==> src/rtl/instr_queue_if.sv <==
// Fetch/decode side of the instruction queue: push, pop, flush and the
// show-ahead head entry.
interface instr_queue_if #(
  parameter int DEPTH = 8,
  parameter int WIDTH = 16
);
  localparam int CNT_W = $clog2(DEPTH) + 1;

  logic             flush;
  logic             enq;
  logic [WIDTH-1:0] ir_in;
  logic [WIDTH-1:0] pc_in;
  logic             full;
  logic             deq;
  logic             empty;
  logic [WIDTH-1:0] ir_out;
  logic [WIDTH-1:0] pc_out;
  logic [CNT_W-1:0] count;

  modport master (
    output flush, enq, ir_in, pc_in, deq,
    input  full, empty, ir_out, pc_out, count
  );

  modport slave (
    input  flush, enq, ir_in, pc_in, deq,
    output full, empty, ir_out, pc_out, count
  );
endinterface

==> src/rtl/instr_queue.sv <==
// Circular-buffer instruction queue between fetch and decode. Holds {pc, ir}
// pairs in program order and drops everything on a branch-redirect flush.
module instr_queue #(
  parameter int DEPTH = 8,
  parameter int WIDTH = 16
) (
  input logic          clk,
  input logic          rst,
  instr_queue_if.slave q
);
  localparam int PTR_W = $clog2(DEPTH);
  localparam int CNT_W = PTR_W + 1;

  logic [WIDTH-1:0] ir_mem [DEPTH];
  logic [WIDTH-1:0] pc_mem [DEPTH];

  logic [PTR_W-1:0] head_ptr;
  logic [PTR_W-1:0] tail_ptr;
  logic [CNT_W-1:0] count_q;

  logic is_full;
  logic is_empty;
  logic enq_ok;
  logic deq_ok;

  // Status comes only from the registered count, so enq/deq never reach full/empty.
  assign is_full  = (count_q == CNT_W'(DEPTH));
  assign is_empty = (count_q == '0);

  // A flush wins over any push or pop presented in the same cycle.
  assign enq_ok = q.enq && !is_full  && !q.flush;
  assign deq_ok = q.deq && !is_empty && !q.flush;

  always_ff @(posedge clk) begin
    if (rst || q.flush) begin
      head_ptr <= '0;
      tail_ptr <= '0;
      count_q  <= '0;
    end else begin
      if (enq_ok) tail_ptr <= tail_ptr + PTR_W'(1);
      if (deq_ok) head_ptr <= head_ptr + PTR_W'(1);
      case ({enq_ok, deq_ok})
        2'b10:   count_q <= count_q + CNT_W'(1);
        2'b01:   count_q <= count_q - CNT_W'(1);
        default: count_q <= count_q;
      endcase
    end
  end

  // Storage is deliberately not reset; empty masks stale contents.
  always_ff @(posedge clk) begin
    if (!rst && enq_ok) begin
      ir_mem[tail_ptr] <= q.ir_in;
      pc_mem[tail_ptr] <= q.pc_in;
    end
  end

  assign q.full   = is_full;
  assign q.empty  = is_empty;
  assign q.count  = count_q;
  assign q.ir_out = ir_mem[head_ptr];
  assign q.pc_out = pc_mem[head_ptr];
endmodule

==> src/flat_wrapper.sv <==
// flat-port wrapper written by rule: the top's interface ports become plain ports
module instr_queue_flat 
#(
  parameter int DEPTH = 8,
  parameter int WIDTH = 16
)
  (clk, rst, q_flush, q_enq, q_ir_in, q_pc_in, q_deq, q_full, q_empty, q_ir_out, q_pc_out, q_count);
  instr_queue_if #(.DEPTH(DEPTH), .WIDTH(WIDTH)) q_i ();
  input logic clk;
  input logic rst;
  input wire logic [$bits(q_i.flush)-1:0] q_flush;
  input wire logic [$bits(q_i.enq)-1:0] q_enq;
  input wire logic [$bits(q_i.ir_in)-1:0] q_ir_in;
  input wire logic [$bits(q_i.pc_in)-1:0] q_pc_in;
  input wire logic [$bits(q_i.deq)-1:0] q_deq;
  output wire logic [$bits(q_i.full)-1:0] q_full;
  output wire logic [$bits(q_i.empty)-1:0] q_empty;
  output wire logic [$bits(q_i.ir_out)-1:0] q_ir_out;
  output wire logic [$bits(q_i.pc_out)-1:0] q_pc_out;
  output wire logic [$bits(q_i.count)-1:0] q_count;
  assign q_i.flush = q_flush;
  assign q_i.enq = q_enq;
  assign q_i.ir_in = q_ir_in;
  assign q_i.pc_in = q_pc_in;
  assign q_i.deq = q_deq;
  assign q_full = q_i.full;
  assign q_empty = q_i.empty;
  assign q_ir_out = q_i.ir_out;
  assign q_pc_out = q_i.pc_out;
  assign q_count = q_i.count;
  instr_queue #(.DEPTH(DEPTH), .WIDTH(WIDTH)) u_core (.clk(clk), .rst(rst), .q(q_i));
endmodule
==> config.mk <==
export PLATFORM = sky130hd
export DESIGN_NAME = instr_queue_flat
export DESIGN_NICKNAME = d
export VERILOG_FILES = /design/src/rtl/instr_queue_if.sv /design/src/rtl/instr_queue.sv /design/src/flat_wrapper.sv
export SDC_FILE = /design/constraint.sdc
export NUM_CORES = 1
export LEC_CHECK = 0
export ABC_AREA = 1
export BUFFER_PORTS_ARGS = -buffer_cell sky130_fd_sc_hd__buf_2
export CORE_MARGIN = 4
export CORE_UTILIZATION = 26
export DETAILED_ROUTE_END_ITERATION = 6
export HOLD_SLACK_MARGIN = 0.08
export SETUP_SLACK_MARGIN = 0.05
export SLEW_MARGIN = 5
export SYNTH_ARGS = -nofsm -noshare
export SYNTH_HDL_FRONTEND = slang
export SYNTH_SLANG_ARGS = --single-unit
==> constraint.sdc <==
create_clock -name clk -period 5.65 [get_ports clk]
set_input_delay 0.8475 -clock clk [delete_from_list [all_inputs] [get_ports clk]]
set_output_delay 0.8475 -clock clk [all_outputs]
set_load 0.05 [all_outputs]
==> metrics.csv, run 1 <==
metric;value;unit
synth_top_area_frac;0.703;
drive_gt1_frac;0.138;
finalPower;4.12;mW
h-tree-depth;1;
endpoint_kind;output pin;
syn_inst;956;
dpl_worst_slack;2090;ps
ys_warn_count;0;
fin_crit_sh;0.716;
drt-pass1-iter-count;5;
met3WireLength;1450;microns
grt-ovfl-total;0;
hold_class;register to register;
slew-limit-headroom;0.338;
switching_share;0.217;
cts_resized;0;
critPathArrivalTime;3200;ps
numCtsBuffers;26;
num_rows;74;
critPathLaunchType;register;
synth-edff-count;256;
synth.area.top_cells;edfxtp_1 70%, nor2_1 9.4%, nand2_1 6.1%;
async_reset_ff_frac;0;
synth.ff_latch_count;269;
drcViolationCount;0;
vias;6858;
clockPowerShare;0.413;
layout.nets;1066;
cts.clk_slew.worst_paths;60;ps
syn-num-nets;999;
cts_tree;yes;
slew_violations;0;
setup_tns;0;ps
clock-sinks;269;
synth_common_cells;273 x nor2_1, 256 x edfxtp_1, 178 x nand2_1;
clock_skew;18.0;ps
worst_pin_slew;993;ps
syn_avg_cell_area;11.4;sq um
routed-wl-met2;12200;microns
clock_path_buffers;3;
clk_latency;530;ps
initial_utilization;0.265;
viasPerCell;4.36;
rsz0062_at_grt;no;
grt_max_degree;85;
drtAntennaViolNets;0;
synth_flop_cell;edfxtp_1;
core;0.0412;sq mm
synth_cell_types;23;
grt_use_total;0.111;
p_seq_frac;0.534;
avgRoutedWirePerCell;16.4;microns
io_pins;75;
fillers;4137;
setup_slack;1600;ps
maxCapViolCount;0;
grt_pass1_vias;6633;
die-area;0.0454;sq mm
p_switching;0.892;mW
synth_area;0.0109;sq mm
topRoutingLayerUsed;met5;
yosysTopAreaCell;edfxtp_1;
max_freq;247;MHz
crit_fanout;58;
hold_viol;0;
ys_seq_area_frac;0.727;
ir_drop;0.215;mV
drt_iter0_markers;431;
wl;25900;microns
p_leak;4.64;nW
synth_most_common_cell;nor2_1;
gp_congestion;0.734;
p_int;3.22;mW
antennaDiodeCount;0;
wl_met1;11700;microns
ctsHoldBuffers;0;
die_w;213;microns
die_h;213;microns
power_density;325;mW/mm^2
cts_setup_buffers;0;
area_growth;15.7;%
comb_power_share;0.053;
regArea;0.00795;sq mm
grt_antenna_before_repair;3;
min_period;4050;ps
hpwlAfterDp;13800;microns
worstSetupPathType;register to output pin;
outcome;finished clean;
root_buffer;clkbuf_16;
crit_required;4800;ps
multi_input_area;0.00263;sq mm
grt_pass1_wl;38900;microns
port_buffers;74;
setup_viol;0;
[state kept, by name, summed over array words and instances, names as in the netlist, named ones only]
signal and count:
u_core.tail_ptr 3, u_core.head_ptr 3, u_core.q.count 4, u_core.ir_mem 128, u_core.pc_mem 128
[logic make-up (layout without fill, tap and decap cells)]
logic type	Yosys count	count (layout)	share of synthesized area
simple gates	466	466	0.162
compound gates	141	141	0.0645
buf+inv	72	158	0.0373
xor+xnor	2	2	0.00160
flops	269	269	0.727
fa+ha+maj	6	6	0.00755
[worst max-delay path: stages (launching register included)]
cell,delay [ps]
dfxtp_4,680
clkinv_2,740
buf_4,520
o21ai_0,220
nand2_1,70
nand2_1,70
nand2_1,100
buf_2,220
[through the flow]
step	area, sq um	hold WS [ps]	std cells	util
3_3_place_gp	11800	477	1527	0.287
2_1_floorplan	10900	466	956	-
3_5_place_dp	11800	492	1527	0.287
4_1_cts	12600	501	1574	0.307
5_1_grt	12600	529	1574	0.307
6_report	12600	502	1574	0.307
[final timing paths]
| path | cells after the start | end | from | slack [ps] |
|---|---|---|---|---|
| worst min-delay path | 2 | u_core.tail_ptr[0] | u_core.tail_ptr[0] | 500 |
| worst max register to register | 5 | u_core.ir_mem[4][10] | u_core.q.count[1] | 3350 |
| worst max-delay path | 7 | q_ir_out[2] | register | 1600 |
| worst min register to register | 2 | u_core.tail_ptr[0] | u_core.tail_ptr[0] | 500 |
[layout make-up]
cell class                      instances  area share
Tap cell                              532      0.0526
Inverter                               23     0.00692
Sequential cell                       269       0.629
Timing Repair Buffer                   88      0.0376
Clock inverter                         18      0.0136
Multi-Input combinational cell        615       0.208
Clock buffer                           29      0.0523
[power groups by stage]
stage | Clock [mW] | Sequential (mW) | Combinational, mW
after floorplan | 0 | 2.25 | 0.141
after global placement | 0 | 2.24 | 0.216
after detailed placement | 0 | 2.24 | 0.220
after CTS | 1.74 | 2.20 | 0.221
after global routing | 1.82 | 2.20 | 0.241
final | 1.70 | 2.20 | 0.216
[metal layers]
layer	GRT usage	vias up
met5	0	-
li1	-	3380
met1	0.154	3275
met2	0.183	152
met3	0.0198	45
met4	0.0235	6
[cell usage in the layout, fill, tap and decap left out, types with 8 or more instances in the layout]
| cell type | Yosys | layout |
|---|---|---|
| clkbuf_16 | 0 | 26 |
| o21ai_0 | 118 | 118 |
| buf_4 | 2 | 14 |
| buf_2 | 11 | 74 |
| inv_1 | 21 | 20 |
| clkinv_2 | 0 | 11 |
| dfxtp_1 | 13 | 10 |
| nand2_1 | 178 | 178 |
| nand3_1 | 10 | 10 |
| a21oi_1 | 8 | 8 |
| o21ai_1 | 15 | 15 |
| edfxtp_1 | 256 | 256 |
| nor2_1 | 273 | 267 |
(Power assumes the default switching activity.)
==> inputs of run 2 (changes only) <==
--- a/config.mk
+++ b/config.mk
@@ -5,7 +5,7 @@
 export SDC_FILE = /design/constraint.sdc
 export NUM_CORES = 1
 export LEC_CHECK = 0
-export ABC_AREA = 1
+export ABC_AREA = 0
 export BUFFER_PORTS_ARGS = -buffer_cell sky130_fd_sc_hd__buf_2
 export CORE_MARGIN = 4
 export CORE_UTILIZATION = 26
==> constraint.sdc (replaced) <==
create_clock -name clk -period 3.8 [get_ports clk]
set_input_delay 0.57 -clock clk [delete_from_list [all_inputs] [get_ports clk]]
set_output_delay 0.57 -clock clk [all_outputs]
set_load 0.05 [all_outputs]
==> metrics.csv, run 2 <==
metric;value;unit;change
outcome;finished clean;;unchanged
synth-edff-count;256;;unchanged
worst_pin_slew;961;ps;was 993 ps
grt_use_total;0.0970;;was 0.111
synth_cell_types;31;;was 23
crit_required;3230;ps;was 4800 ps
worstSetupPathType;register to output pin;;unchanged
die_h;208;microns;was 213 microns
hold_viol;0;;unchanged
core;0.0397;sq mm;was 0.0412 sq mm
clock-sinks;269;;unchanged
drt_iter0_markers;244;;was 431
syn_inst;448;;was 956
io_pins;75;;unchanged
rsz0062_at_grt;no;;unchanged
cts.clk_slew.worst_paths;60;ps;about the same
grt_pass1_vias;5135;;was 6633
maxCapViolCount;0;;unchanged
h-tree-depth;1;;unchanged
ir_drop;0.279;mV;was 0.215 mV
synth.area.top_cells;edfxtp_1 74%, mux4_1 10%, mux4_2 5.2%;;was edfxtp_1 70%, nor2_1 9.4%, nand2_1 6.1%
fin_crit_sh;0.850;;
layout.nets;587;;was 1066
synth_most_common_cell;edfxtp_1;;was nor2_1
crit_buf_inv;2;;was 3
drtAntennaViolNets;0;;unchanged
yosysTopAreaCell;edfxtp_1;;unchanged
viasPerCell;4.31;;was 4.36
port_buffers;74;;unchanged
setup_viol;0;;unchanged
min_period;3230;ps;
ctsHoldBuffers;0;;unchanged
mostFrequentLayoutCells;256 x edfxtp_1, 74 x buf_2, 40 x mux4_1;;was 267 x nor2_1, 256 x edfxtp_1, 178 x nand2_1
die-area;0.0435;sq mm;was 0.0454 sq mm
grt_max_degree;65;;was 85
crit_chain;buf_12, mux4_1, mux2_2, buf_2;;was clkinv_2, buf_4, o21ai_0, nand2_1, nand2_1, nand2_1, buf_2
max_stage_delay;630;ps;was 740 ps
use_met1;0.133;;was 0.154
vias;4698;;was 6858
synth_top_area_frac;0.736;;was 0.703
power_density;483;mW/mm^2;was 325 mW/mm^2
initial_utilization;0.263;;was 0.265
critPathArrivalTime;2660;ps;was 3200 ps
final_common_cell;edfxtp_1;;was nor2_1
critPathLaunchType;register;;unchanged
crit_fanout;39;;was 58
area_growth;18.7;%;was 15.7%
synth_flop_cell;edfxtp_1;;unchanged
num_rows;73;;was 74
synth_area;0.0105;sq mm;was 0.0109 sq mm
hpwlAfterDp;11300;microns;was 13800 microns
fin_util;0.312;;was 0.307
syn_avg_cell_area;23.3;sq um;was 11.4 sq um
final_cells;1090;;was 1574
synth_common_cells;256 x edfxtp_1, 40 x mux4_1, 32 x mux2_2;;was 273 x nor2_1, 256 x edfxtp_1, 178 x nand2_1
clk_latency;540;ps;was 530 ps
antennaDiodeCount;0;;unchanged
p_leak;3.91;nW;was 4.64 nW
endpoint_kind;output pin;;unchanged
async_reset_ff_frac;0;;unchanged
drive_gt1_frac;0.352;;was 0.138
hold_class;input pin to register;;was register to register
busiest_layer;met2;;unchanged
ys_seq_area_frac;0.761;;was 0.727
post-place-cells;1038;;was 1527
cp_top_family;multiplexers;;was buffers and inverters
clock_path_buffers;3;;unchanged
avgRoutedWirePerCell;19.5;microns;was 16.4 microns
clock_skew;15.7;ps;was 18.0 ps
root_buffer;clkbuf_16;;unchanged
cts_setup_buffers;0;;unchanged
die_w;208;microns;was 213 microns
grt-ovfl-total;0;;unchanged
numCtsBuffers;29;;was 26
gr-usage-met2;0.156;;was 0.183
ys_warn_count;0;;unchanged
met3_usage;0.0226;;was 0.0198
cts_resized;0;;unchanged
syn-num-nets;491;;was 999
drt-pass1-iter-count;4;;was 5
slew_violations;0;;unchanged
max_freq;309;MHz;
setup_tns;0;ps;unchanged
wl;21300;microns;was 25900 microns
grt_pass1_wl;32400;microns;was 38900 microns
slowest_stage;dfxtp_4;;was clkinv_2
gp_congestion;0.668;;was 0.734
synth.ff_latch_count;269;;unchanged
slew-limit-headroom;0.359;;was 0.338
grt_antenna_before_repair;2;;was 3
drcViolationCount;0;;unchanged
cts_tree;yes;;unchanged
-- run 2: final cells by class --
cell class	count	area, sq um
flip-flops and latches	269	7960
well taps	525	657
repair buffers	85	465
clock inverters	21	146
fillers	3809	27300
multi-input cells	155	2430
inverters	4	15.0
clock buffers	31	733
-- run 2: path summary, 6_finish.rpt --
path,from,to,slack [ps],cells after the start
setup / recovery,register,q_pc_out[1],570,4
hold / removal,q_ir_in[6],u_core.ir_mem[7][6],300,1
setup reg to reg,u_core.q.count[1],u_core.ir_mem[0][2],1400,5
hold reg to reg,u_core.tail_ptr[0],u_core.tail_ptr[0],510,2
-- run 2: through the flow --
stage	setup WS (ps)	hold slack [ps]	power, mW	instance area, sq um
CTS	478	253	6.11	12400
detailed placement	1080	505	3.49	11500
floorplan	407	476	3.41	10500
global route	412	280	6.25	12400
finish	568	296	5.99	12400
global placement	1090	491	3.48	11500
-- run 2: report_power, final --
| group | leakage (nW) | switching [mW] | total, mW | internal (mW) |
|---|---|---|---|---|
| clock | 0.430 | 1.10 | 2.57 | 1.47 |
| combinational | 1.06 | 0.113 | 0.163 | 0.0495 |
| sequential | 2.41 | 0.00508 | 3.26 | 3.26 |
| total | 3.91 | 1.22 | 5.99 | 4.77 |
-- run 2: logic make-up (layout without fill, tap and decap cells) --
| logic type | Yosys count | count (layout) | share of synthesized area |
|---|---|---|---|
| AOI/OAI and AO/OA | 7 | 7 | 0.00383 |
| adders and majority gates | 6 | 6 | 0.00790 |
| buffers and inverters | 24 | 141 | 0.0138 |
| and+or+nand+nor | 39 | 39 | 0.0211 |
| xor gates and xnor gates | 5 | 5 | 0.00419 |
| muxes | 98 | 98 | 0.189 |
| DFF | 269 | 269 | 0.761 |
-- run 2: per-layer routing --
layer  routed length, microns  vias to the layer above
met5                       21                        -
met4                      442                        4
met3                     1040                       36
met2                    10000                       91
met1                     9730                     2461
li1                         -                     2106
==> inputs of run 3 (changes only) <==
--- a/config.mk
+++ b/config.mk
@@ -7,11 +7,15 @@
 export LEC_CHECK = 0
 export ABC_AREA = 0
 export BUFFER_PORTS_ARGS = -buffer_cell sky130_fd_sc_hd__buf_2
+export CELL_PAD_IN_SITES_DETAIL_PLACEMENT = 1
+export CELL_PAD_IN_SITES_GLOBAL_PLACEMENT = 1
 export CORE_MARGIN = 4
 export CORE_UTILIZATION = 26
 export DETAILED_ROUTE_END_ITERATION = 6
 export HOLD_SLACK_MARGIN = 0.08
+export PLACE_DENSITY_LB_ADDON = 0.1
 export SETUP_SLACK_MARGIN = 0.05
+export SKIP_LAST_GASP = 1
 export SLEW_MARGIN = 5
 export SYNTH_ARGS = -nofsm -noshare
 export SYNTH_HDL_FRONTEND = slang
==> metrics.csv, run 3 (synthesized netlist as in run 2, its figures left out) <==
metric;value;unit;change
die_h;208;microns;unchanged
cts_setup_buffers;0;;unchanged
dpl_worst_slack;986;ps;was 1080 ps
crit_required;3230;ps;about the same
clock_path_buffers;3;;unchanged
setup_tns;0;ps;unchanged
cts_resized;0;;unchanged
hold_class;input pin to register;;unchanged
worstSetupPathType;register to output pin;;unchanged
avgRoutedWirePerCell;21.8;microns;was 19.5 microns
clock_skew;9.14;ps;was 15.7 ps
die-area;0.0435;sq mm;unchanged
ir_drop;0.284;mV;was 0.279 mV
area_growth;20.3;%;was 18.7%
grt-ovfl-total;0;;unchanged
endpoint_kind;output pin;;unchanged
layout.nets;591;;was 587
setup_viol;0;;unchanged
mostFrequentLayoutCells;256 x edfxtp_1, 74 x buf_2, 40 x mux4_1;;unchanged
min_period;3280;ps;was 3230 ps
root_buffer;clkbuf_16;;unchanged
drcViolationCount;0;;unchanged
outcome;finished clean;;unchanged
drive_gt1_frac;0.350;;was 0.352
die_w;208;microns;unchanged
cts.clk_slew.worst_paths;60;ps;about the same
finalPower;6.14;mW;was 5.99 mW
multi_input_area;0.00243;sq mm;unchanged
antennaDiodeCount;0;;unchanged
grt_use_total;0.110;;was 0.0970
critPathArrivalTime;2710;ps;was 2660 ps
clk_latency;550;ps;was 540 ps
rsz0062_at_grt;no;;unchanged
grt_antenna_before_repair;2;;unchanged
grt_pass1_vias;5489;;was 5135
drt_iter0_markers;214;;was 244
hold_viol;0;;unchanged
max_freq;305;MHz;was 309 MHz
fin_crit_sh;0.864;;was 0.850
port_buffers;74;;unchanged
hold_path_depth;1;;unchanged
viasPerCell;4.32;;was 4.31
vias;4740;;was 4698
drt-pass1-iter-count;4;;unchanged
reg2regPathDepth;5;;unchanged
maxCapViolCount;0;;unchanged
regArea;0.00796;sq mm;unchanged
setup_slack;518;ps;was 568 ps
cts_tree;yes;;unchanged
core;0.0397;sq mm;unchanged
power_density;488;mW/mm^2;was 483 mW/mm^2
hold_ws;287;ps;was 296 ps
io_pins;75;;unchanged
grt_pass1_wl;35900;microns;was 32400 microns
num_rows;73;;unchanged
gp_congestion;0.646;;was 0.668
hpwlAfterDp;13500;microns;was 11300 microns
initial_utilization;0.263;;unchanged
final_common_cell;edfxtp_1;;unchanged
clock-sinks;269;;unchanged
slew-limit-headroom;0.364;;was 0.359
numCtsBuffers;30;;was 29
crit_fanout;29;;was 39
fillers;3932;;was 3809
grt_max_degree;37;;was 65
critPathLaunchType;register;;unchanged
h-tree-depth;1;;unchanged
worst_pin_slew;954;ps;was 961 ps
wl;23900;microns;was 21300 microns
slew_violations;0;;unchanged
drtAntennaViolNets;0;;unchanged
p_leak;3.97;nW;was 3.91 nW
ctsHoldBuffers;0;;unchanged
[run 3: cell type report]
class,count,share of cell area
clock buffers,37,0.0635
clock inverters,19,0.0106
inverters,4,0.00119
multi-input cells,155,0.194
flip-flops and latches,269,0.633
well taps,525,0.0523
repair buffers,88,0.0458
[run 3: final timing paths]
kind                      startpoint                  end  slack, ps
setup / recovery            register         q_ir_out[15]        520
hold / removal            q_ir_in[8]  u_core.ir_mem[1][8]        290
setup reg to reg   u_core.q.count[0]  u_core.pc_mem[0][0]       1330
hold reg to reg   u_core.tail_ptr[0]   u_core.tail_ptr[0]        520
[run 3: through the flow]
stage	instances	cell area, sq um	utilization
final	1097	12600	0.316
after global routing	1097	12600	0.316
after CTS	1097	12600	0.316
after detailed placement	1041	11600	0.293
after global placement	1041	11600	0.293
after floorplan	448	10500	-
[run 3: per-layer routing]
layer / global-route usage / routed length [microns] / vias to the layer above
met5: 0 / 14 / -
met4: 0.0267 / 337 / 4
met3: 0.0226 / 929 / 28
met2: 0.193 / 12400 / 80
met1: 0.140 / 10300 / 2514
li1: - / - / 2114
[run 3: power by group]
| part | switching (mW) | internal (mW) |
|---|---|---|
| clock | 1.10 | 1.61 |
| combinational | 0.117 | 0.0498 |
| sequential | 0.00564 | 3.26 |
[run 3: critical path, stage by stage (launching register included)]
cell     delay [ps]
dfxtp_4         720
buf_12          300
mux4_1          570
mux2_2          320
buf_2           220
